### config.mk
export PLATFORM = sky130hd
export DESIGN_NAME = intdivseq
export DESIGN_NICKNAME = d
export VERILOG_FILES = /design/src/rtl/intdivseq.sv
export SDC_FILE = /design/constraint.sdc
export NUM_CORES = 1
export LEC_CHECK = 0
export ABC_AREA = 1
export CORE_MARGIN = 2
export CORE_UTILIZATION = 55
export CTS_CLUSTER_DIAMETER = 200
export DETAILED_ROUTE_END_ITERATION = 8
export PLACE_DENSITY = 0.74
export SETUP_SLACK_MARGIN = 0.1
export SKIP_LAST_GASP = 1
export SLEW_MARGIN = 20
export SYNTH_ARGS = -nofsm -noshare
export SYNTH_HDL_FRONTEND = slang
export SYNTH_SLANG_ARGS = --single-unit
### constraint.sdc
create_clock -name clk -period 15.6 [get_ports clk]
set_input_delay 1.56 -clock clk [delete_from_list [all_inputs] [get_ports clk]]
set_output_delay 1.56 -clock clk [all_outputs]
set_load 0.02 [all_outputs]
### src/rtl/intdivseq.sv
// Sequential integer divider for the Execute stage.
// Handles DIV/DIVU/REM/REMU at full XLEN width. It runs a restoring
// shift-subtract on operand magnitudes, one quotient bit per cycle, so the
// latency is the same for every operand pair. Divide-by-zero and signed
// overflow are flagged at start and produce their fixed results at the end.
module intdivseq #(
    parameter int XLEN = 32
) (
    input  logic            clk,
    input  logic            reset,
    input  logic            StallM,
    input  logic            FlushE,
    input  logic            IntDivE,
    input  logic [XLEN-1:0] ForwardedSrcAE,
    input  logic [XLEN-1:0] ForwardedSrcBE,
    input  logic [2:0]      Funct3E,
    output logic            DivBusyE,
    output logic [XLEN-1:0] DivResultE
);

    localparam int CW = $clog2(XLEN);

    localparam logic [1:0] IDLE = 2'd0;
    localparam logic [1:0] BUSY = 2'd1;
    localparam logic [1:0] DONE = 2'd2;

    // Control state
    logic [1:0]      state_q, state_d;
    logic [CW-1:0]   cnt_q, cnt_d;
    logic [XLEN-1:0] result_q, result_d;

    // Datapath state (operands, partial remainder, quotient shift register)
    logic [XLEN-1:0] rem_q, quot_q, dvsr_q, dvnd_q;
    logic            sel_q, dz_q, ovf_q, negq_q, negr_q;

    logic            start;
    logic            a_neg, b_neg, is_signed;
    logic [XLEN:0]   rshift, diff;
    logic            qbit;
    logic [XLEN-1:0] rem_step, quot_step, q_final, r_final;
    logic            unused_f3;

    // Two's-complement negate when the sign fix-up applies.
    function automatic logic [XLEN-1:0] cond_neg(input logic [XLEN-1:0] v,
                                                 input logic neg);
        return neg ? (~v + 1'b1) : v;
    endfunction

    assign unused_f3 = Funct3E[2];

    // Start decode, one restoring step and final sign/corner-case fix-up.
    always_comb begin
        start     = (state_q == IDLE) & IntDivE & ~FlushE;
        DivBusyE  = start | (state_q == BUSY);
        is_signed = ~Funct3E[0];
        a_neg     = is_signed & ForwardedSrcAE[XLEN-1];
        b_neg     = is_signed & ForwardedSrcBE[XLEN-1];

        // Shift the next dividend bit into the partial remainder and try a subtract.
        rshift    = {rem_q, quot_q[XLEN-1]};
        diff      = rshift - {1'b0, dvsr_q};
        qbit      = ~diff[XLEN];
        rem_step  = qbit ? diff[XLEN-1:0] : rshift[XLEN-1:0];
        quot_step = {quot_q[XLEN-2:0], qbit};

        // Divide-by-zero takes precedence; the two cases cannot coexist anyway.
        if (dz_q) begin
            q_final = '1;
            r_final = dvnd_q;
        end else if (ovf_q) begin
            q_final = dvnd_q;
            r_final = '0;
        end else begin
            q_final = cond_neg(quot_step, negq_q);
            r_final = cond_neg(rem_step, negr_q);
        end
    end

    // Next-state logic: reset beats flush, flush beats stall and start.
    always_comb begin
        state_d  = state_q;
        cnt_d    = cnt_q;
        result_d = result_q;
        if (reset) begin
            state_d  = IDLE;
            cnt_d    = '0;
            result_d = '0;
        end else if (FlushE) begin
            state_d = IDLE;
        end else begin
            case (state_q)
                IDLE: begin
                    if (IntDivE) begin
                        state_d = BUSY;
                        cnt_d   = CW'(XLEN - 1);
                    end
                end
                BUSY: begin
                    if (cnt_q == '0) begin
                        state_d  = DONE;
                        result_d = sel_q ? r_final : q_final;
                    end else begin
                        cnt_d = cnt_q - 1'b1;
                    end
                end
                DONE: begin
                    if (!StallM) state_d = IDLE;
                end
                default: state_d = IDLE;
            endcase
        end
    end

    // Control registers.
    always_ff @(posedge clk) begin
        state_q  <= state_d;
        cnt_q    <= cnt_d;
        result_q <= result_d;
    end

    // Datapath registers: capture operands on start, iterate while busy.
    always_ff @(posedge clk) begin
        if (start) begin
            rem_q  <= '0;
            quot_q <= a_neg ? (~ForwardedSrcAE + 1'b1) : ForwardedSrcAE;
            dvsr_q <= b_neg ? (~ForwardedSrcBE + 1'b1) : ForwardedSrcBE;
            dvnd_q <= ForwardedSrcAE;
            sel_q  <= Funct3E[1];
            dz_q   <= (ForwardedSrcBE == '0);
            ovf_q  <= is_signed & (ForwardedSrcAE == {1'b1, {(XLEN-1){1'b0}}})
                      & (ForwardedSrcBE == '1);
            negq_q <= a_neg ^ b_neg;
            negr_q <= a_neg;
        end else if (state_q == BUSY) begin
            rem_q  <= rem_step;
            quot_q <= quot_step;
        end
    end

    assign DivResultE = result_q;

endmodule

==> results.sh, run 1 <==
export IMPL_top_usage_layer="met2"
export IMPL_critical_path_top_cell_by_count="sky130_fd_sc_hd__clkdlybuf4s50_1"
export IMPL_track_usage_pct=32.2
export IMPL_cp_slowest_stage_delay_ns=0.71
export IMPL_grt_met2_usage_pct=50.3
export IMPL_post_synth_cell_area_avg_sq_um=6.83
export IMPL_row_count=55
export IMPL_clkTransAtPathRegs_ns=0.08
export IMPL_detail_route_antenna_nets=0
export IMPL_routed_wirelength_mm=39.1
export IMPL_yosysUniqueCellTypes=51
export IMPL_gpl_final_weighted_congestion=0.970
export IMPL_crit_path_cell_trace="clkdlybuf4s50_1 -> nand2_1 -> nor2_4 -> inv_2 -> buf_4 -> nand2_2 -> clkdlybuf4s50_1"
export IMPL_cp_slowest_cell="sky130_fd_sc_hd__nor2_4"
export IMPL_port_buffers=103
export IMPL_source_to_sink_clock_delay_at_the_later_pin_of_the_worst_skew_pair_ns=0.44
export IMPL_max_freq_ghz=0.167
export IMPL_portion_of_the_post_synthesis_area_used_by_sequential_elements_pct=34.6
export IMPL_yosys_area_top_type="sky130_fd_sc_hd__edfxtp_1"
export IMPL_grtUsageMet3_pct=4.63
export IMPL_pin_count_of_the_biggest_net_entering_global_routing=64
export IMPL_worst_path_buf_inv=4
export IMPL_detail_route_drc_violations=0
export IMPL_wl_per_cell_microns=17.1
export IMPL_routed_via_count=12800
export IMPL_areaGrowthSynthToFinish_pct=14.5
export IMPL_fin_crit_ns=5.98
export IMPL_initialDrtViolationCount=1413
export IMPL_r2r_end="DivResultE[30]"
export IMPL_post_cts_buffers=0
export IMPL_arrival_time_of_data_at_the_critical_path_endpoint_ns=4.42
export IMPL_synth_enable_flop_cells=101
export IMPL_number_of_global_route_vias_before_repair=11600
export IMPL_cp_data_required_time_ns=14.04
export IMPL_dp_hpwl_mm=29.9
export IMPL_grt_util_met1_pct=46.5
export IMPL_initial_utilization_pct=56.5
export IMPL_worstReg2RegStart="quot_q[31]"
export IMPL_worst_slew_pin_transition_ns=1.08
export IMPL_hold_depth=2
export IMPL_worst_path_dominant_cell_family="buffers and inverters"
export IMPL_slew_headroom_pct=27.6
export IMPL_worstPathMaxFanout=63
export IMPL_hold_path_class="reg2reg"
export IMPL_drt_first_pass_iters=6
export IMPL_h_tree_depth=4
export IMPL_critPathKind="in2out"
export IMPL_power_density_nw_per_um2=136
export IMPL_final_slew_viol_count=0
export IMPL_grt_first_pass_wirelength_mm=61.4
export IMPL_post_synth_top_area_fraction_pct=23.6
export IMPL_drive_gt1_share_pct=5.68
export IMPL_setup_tns_ns=0
export IMPL_synth_async_reset_ratio_pct=0
export IMPL_fin_worst_skew_ns=0.0111
export IMPL_postCtsHoldBufs=0
export IMPL_fin_hold_ws_ns=0.467
export IMPL_die_area_sq_um=24600
export IMPL_worstHoldStart="DivResultE[12]"
export IMPL_avgViaCountPerCell=5.59
export IMPL_worst_hold_endpoint="DivResultE[12]"
export IMPL_post_synth_instance_area_sq_um=12900
export IMPL_placedInstanceArea_sq_um=14100
export IMPL_period_utilization_pct=38.3
export IMPL_gr_overflow_total=0
export IMPL_setup_reg_to_reg_worst_slack_ns=10.18
export IMPL_final_hold_violation_count=0
export IMPL_start_kind="primary input"
export IMPL_worst_setup_path_end_kind="output port"
export IMPL_ioPinCount=105
export IMPL_synth_ff_latch_count=172
export IMPL_max_clock_path_buffers=2
export IMPL_reg2regPathDepth=27
export IMPL_synthTopCellsByArea="sky130_fd_sc_hd__edfxtp_1, sky130_fd_sc_hd__nand2_1, sky130_fd_sc_hd__dfxtp_1"
export IMPL_vdd_drop_max_mv=0.0926
export IMPL_cts_made_buffers=17
export IMPL_unrepaired_setup_endpoints_after_global_routing="false"
export IMPL_setup_viol=0
export IMPL_run_status="finished clean"
export IMPL_initial_antenna_violation_count=1
export IMPL_synth_cells=1883
export IMPL_core_area_sq_um=22800
export IMPL_die_width_microns=157
export IMPL_num_nets_final=2071
export IMPL_clock_sinks=172
export IMPL_cts_resized_gates=0
export IMPL_cts_tree="done"
export IMPL_drv_max_cap_violation_count=0
export IMPL_clock_root_buffer="sky130_fd_sc_hd__clkbuf_16"
export IMPL_post_route_cell_area_sq_um=14700
export IMPL_yosys_warnings=0
export IMPL_syn_num_nets=1995
export IMPL_finalPower_w=0.00200
export IMPL_antennaDiodeCount=0
export IMPL_ys_flop_type="sky130_fd_sc_hd__edfxtp_1"
export IMPL_die_height_microns=157
export IMPL_static_leakage_power_nw=6.34
-- per-layer routing --
metal / vias up / share of wire (%)
met5: - / 0.033
met4: 2 / 2.2
met3: 58 / 7.9
met2: 536 / 44
met1: 5769 / 45
li1: 6410 / -
-- cells in the mapped netlist (10+ instances only) --
library cell / n
sky130_fd_sc_hd__a21oi_1: 126
sky130_fd_sc_hd__a31oi_1: 23
sky130_fd_sc_hd__clkbuf_1: 48
sky130_fd_sc_hd__dfxtp_1: 71
sky130_fd_sc_hd__edfxtp_1: 101
sky130_fd_sc_hd__ha_1: 39
sky130_fd_sc_hd__inv_1: 227
sky130_fd_sc_hd__nand2_1: 527
sky130_fd_sc_hd__nand2_2: 14
sky130_fd_sc_hd__nand3_1: 139
sky130_fd_sc_hd__nand4_1: 26
sky130_fd_sc_hd__nor2_1: 154
sky130_fd_sc_hd__nor3_1: 40
sky130_fd_sc_hd__nor4_1: 10
sky130_fd_sc_hd__o21ai_0: 107
sky130_fd_sc_hd__o21ai_1: 14
sky130_fd_sc_hd__o21ai_2: 10
sky130_fd_sc_hd__o22ai_1: 19
sky130_fd_sc_hd__or2_2: 12
sky130_fd_sc_hd__xnor2_1: 26
sky130_fd_sc_hd__xor2_1: 53
-- through the flow --
| stage | setup WS [ns] | util, % | cells |
|---|---|---|---|
| after floorplan | 6.84 | - | 1883 |
| after global placement | 9.64 | 62.0 | 2253 |
| after detailed placement | 9.62 | 62.0 | 2253 |
| after CTS | 9.61 | 64.7 | 2285 |
| after global routing | 9.45 | 64.7 | 2285 |
| final | 9.62 | 64.7 | 2285 |
-- worst reg2reg max path, delay by kind of cell (launching register included) --
kind / cells / cell delay (ns)
AND/OR/NAND/NOR: 18 / 3.04
AO/OA/AOI/OAI: 4 / 0.88
adder cells (fa/ha/maj): 3 / 0.87
flip-flops: 1 / 0.41
buffers and inverters: 2 / 0.18
-- final cells by class --
cell class | count | area, sq um
Clock buffer | 19 | 464
Clock inverter | 13 | 141
Fill cell | 2083 | 8050
Inverter | 233 | 875
Multi-Input combinational cell | 1417 | 7260
Sequential cell | 172 | 4450
Tap cell | 313 | 392
Timing Repair Buffer | 118 | 1140
-- worst max-delay path by stage --
stage	startpoint	to	slack, ns	depth (start not counted)
detailed placement	IntDivE	DivBusyE	9.62	7
global placement	IntDivE	DivBusyE	9.64	7
finish	IntDivE	DivBusyE	9.62	7
floorplan	IntDivE	DivBusyE	6.84	5
global route	IntDivE	DivBusyE	9.45	7
CTS	IntDivE	DivBusyE	9.61	7
-- registers in the layout, indices dropped and copies added, names as in the netlist, 2 cells and up --
signal and count:
rem_q 32, cnt_q 5, quot_q 32, dvsr_q 32
DivResultE 32, dvnd_q 32, state_q 2
-- power breakdown --
group,switching (W),total [W],internal (W)
clock network,0.000211,0.000439,0.000228
logic,0.000668,0.000982,0.000313
registers,0.0000464,0.000582,0.000535
-- cell usage in the layout (no fill, tap or decap), drive strengths merged, types with 42 or more instances in the layout --
cell type and instances:
nand2 545, inv 237, nor2 162, nand3 142, o21ai 132, a21oi 130, clkdlybuf4s50 103, edfxtp 101
dfxtp 71, xor2 53, nor3 42
-- kinds of logic (layout without fill, tap and decap cells) --
logic type / Yosys count / after routing / synth area share, %
buffers and inverters: 294 / 383 / 9.03
AND/OR/NAND/NOR: 960 / 960 / 32.2
XOR/XNOR: 79 / 79 / 5.38
adder cells (fa/ha/maj): 40 / 40 / 3.95
flip-flops: 172 / 172 / 34.6
AO/OA/AOI/OAI: 338 / 338 / 14.8
(Power assumes the default switching activity.)
==> run 2: changes to the inputs <==
Clock period 15.6 ns to 6.1 ns, I/O delays scaled along.
==> run 2 against run 1 <==
Net effect: combinational power grew to 2.6 times the previous value; core utilization decreased by 0.099 points; clock skew increased by 0.012 ns; sequential power rose to 2.6 times the previous value; count of clock-buffer cells in the layout fell by 1; largest power group unchanged; critical path type is now reg2reg; non-clock buffer count did not move; worst hold slack worse by 0.0048 ns; sequential cell count did not move; critical path depth up 20; register-to-register slack worse by 9.4 ns; first-iteration DRC count grew 0.71%; final cell count did not move.
==> results.sh, run 2 (same netlist as run 1, synthesis figures left out) <==
export IMPL_arrival_time_of_data_at_the_critical_path_endpoint_ns=5.65
export IMPL_fin_crit_ns=5.29
export IMPL_initial_antenna_violation_count=0
export IMPL_mostFrequentLayoutCells="sky130_fd_sc_hd__nand2_1, sky130_fd_sc_hd__inv_1, sky130_fd_sc_hd__nor2_1"
export IMPL_critical_path_top_cell_by_count="sky130_fd_sc_hd__nand2_1"
export IMPL_worst_slew_pin_transition_ns=1.07
export IMPL_power_density_nw_per_um2=346
export IMPL_period_utilization_pct=86.7
export IMPL_avgViaCountPerCell=5.70
export IMPL_clkTransAtPathRegs_ns=0.07
export IMPL_areaGrowthSynthToFinish_pct=14.3
export IMPL_detail_route_drc_violations=0
export IMPL_final_hold_violation_count=0
export IMPL_core_area_sq_um=22800
export IMPL_clock_root_buffer="sky130_fd_sc_hd__clkbuf_16"
export IMPL_initial_utilization_pct=56.5
export IMPL_dp_hpwl_mm=29.9
export IMPL_routed_wirelength_mm=39.4
export IMPL_placedInstanceArea_sq_um=14100
export IMPL_unrepaired_setup_endpoints_after_global_routing="false"
export IMPL_gr_overflow_total=0
export IMPL_final_slew_viol_count=0
export IMPL_max_freq_ghz=0.189
export IMPL_setup_viol=0
export IMPL_max_clock_path_buffers=2
export IMPL_drt_first_pass_iters=5
export IMPL_port_buffers=103
export IMPL_postCtsHoldBufs=0
export IMPL_slew_headroom_pct=28.0
export IMPL_p_sw_share_pct=46.5
export IMPL_routed_via_count=13000
export IMPL_setup_tns_ns=0
export IMPL_clock_sinks=172
export IMPL_wl_per_cell_microns=17.2
export IMPL_cp_slowest_cell="sky130_fd_sc_hd__o21ai_0"
export IMPL_cts_resized_gates=0
export IMPL_gpl_final_weighted_congestion=0.985
export IMPL_setup_reg_to_reg_worst_slack_ns=0.81
export IMPL_die_height_microns=157
export IMPL_hold_path_class="reg2reg"
export IMPL_cp_data_required_time_ns=6.46
export IMPL_initialDrtViolationCount=1423
export IMPL_static_leakage_power_nw=6.33
export IMPL_die_area_sq_um=24600
export IMPL_h_tree_depth=4
export IMPL_cts_tree="done"
export IMPL_run_status="finished clean"
export IMPL_critPathKind="reg2reg"
export IMPL_num_nets_final=2071
export IMPL_cts_made_buffers=17
export IMPL_row_count=55
export IMPL_seq_power_share_pct=29.3
export IMPL_antennaDiodeCount=0
export IMPL_post_cts_buffers=0
export IMPL_die_width_microns=157
export IMPL_power_report_internal_total_w=0.00272
export IMPL_final_common_cell="sky130_fd_sc_hd__nand2_1"
export IMPL_drv_max_cap_violation_count=0
export IMPL_vdd_drop_max_mv=0.217
export IMPL_start_kind="flop"
export IMPL_grt_first_pass_wirelength_mm=62.3
export IMPL_worstPathMaxFanout=31
export IMPL_drive_gt1_share_pct=5.63
export IMPL_ioPinCount=105
export IMPL_fin_hold_ws_ns=0.462
export IMPL_pin_count_of_the_biggest_net_entering_global_routing=78
export IMPL_detail_route_antenna_nets=0
export IMPL_source_to_sink_clock_delay_at_the_later_pin_of_the_worst_skew_pair_ns=0.45
export IMPL_number_of_global_route_vias_before_repair=11900
export IMPL_track_usage_pct=32.5
export IMPL_power_share_of_the_clock_group_pct=21.3
export IMPL_cp_slowest_stage_delay_ns=0.44
export IMPL_switchingPower_w=0.00237
export IMPL_worst_setup_path_end_kind="flop"
export IMPL_power_frac_comb_pct=49.4
export IMPL_post_route_cell_area_sq_um=14700
export IMPL_fin_worst_skew_ns=0.0226
-- run 2: power by group through the flow --
stage | registers [W] | logic, W | clock network [W]
2_1_floorplan | 0.00147 | 0.00192 | 0
3_5_place_dp | 0.00152 | 0.00245 | 0
6_report | 0.00149 | 0.00251 | 0.00108
4_1_cts | 0.00149 | 0.00247 | 0.00109
3_3_place_gp | 0.00151 | 0.00241 | 0
5_1_grt | 0.00150 | 0.00283 | 0.00114
-- run 2: cell type report --
type / instances / area, sq um
well taps: 313 / 392
repair buffers: 118 / 1150
clock inverters: 14 / 146
fillers: 2110 / 8070
multi-input cells: 1417 / 7260
clock buffers: 18 / 429
flip-flops and latches: 172 / 4450
inverters: 233 / 875
-- run 2: final timing paths --
kind | startpoint | endpoint | cells after the start
min reg2reg | cnt_q[0] | cnt_q[0] | 1
max reg2reg | quot_q[31] | DivResultE[30] | 27
max | quot_q[31] | DivResultE[30] | 27
min | cnt_q[0] | cnt_q[0] | 1
-- run 2: per-stage QoR --
stage	instances	util (%)	power, W	worst slack [ns]
floorplan	1883	-	0.00339	0.729
global placement	2252	62.0	0.00392	1.16
detailed placement	2252	62.0	0.00397	0.996
CTS	2284	64.5	0.00505	0.919
global route	2285	64.6	0.00547	0.222
finish	2285	64.6	0.00509	0.812
-- run 2: worst max-delay path: cells and delay by family, from the launching register on --
family                   cells  cell delay [ns]
AND/OR/NAND/NOR             18             2.89
AO/OA/AOI/OAI                4             0.94
adder cells (fa/ha/maj)      3             0.88
flip-flops                   1             0.35
buffers and inverters        2             0.16
-- run 2: per-layer routing --
metal / global-route usage [%] / vias to the layer above / share of wire, %
li1: - / 6399 / -
met1: 46.3 / 5997 / 45
met2: 50.8 / 569 / 44
met3: 5.31 / 63 / 8.4
met4: 9.87 / 0 / 2.7
met5: 0 / - / 0
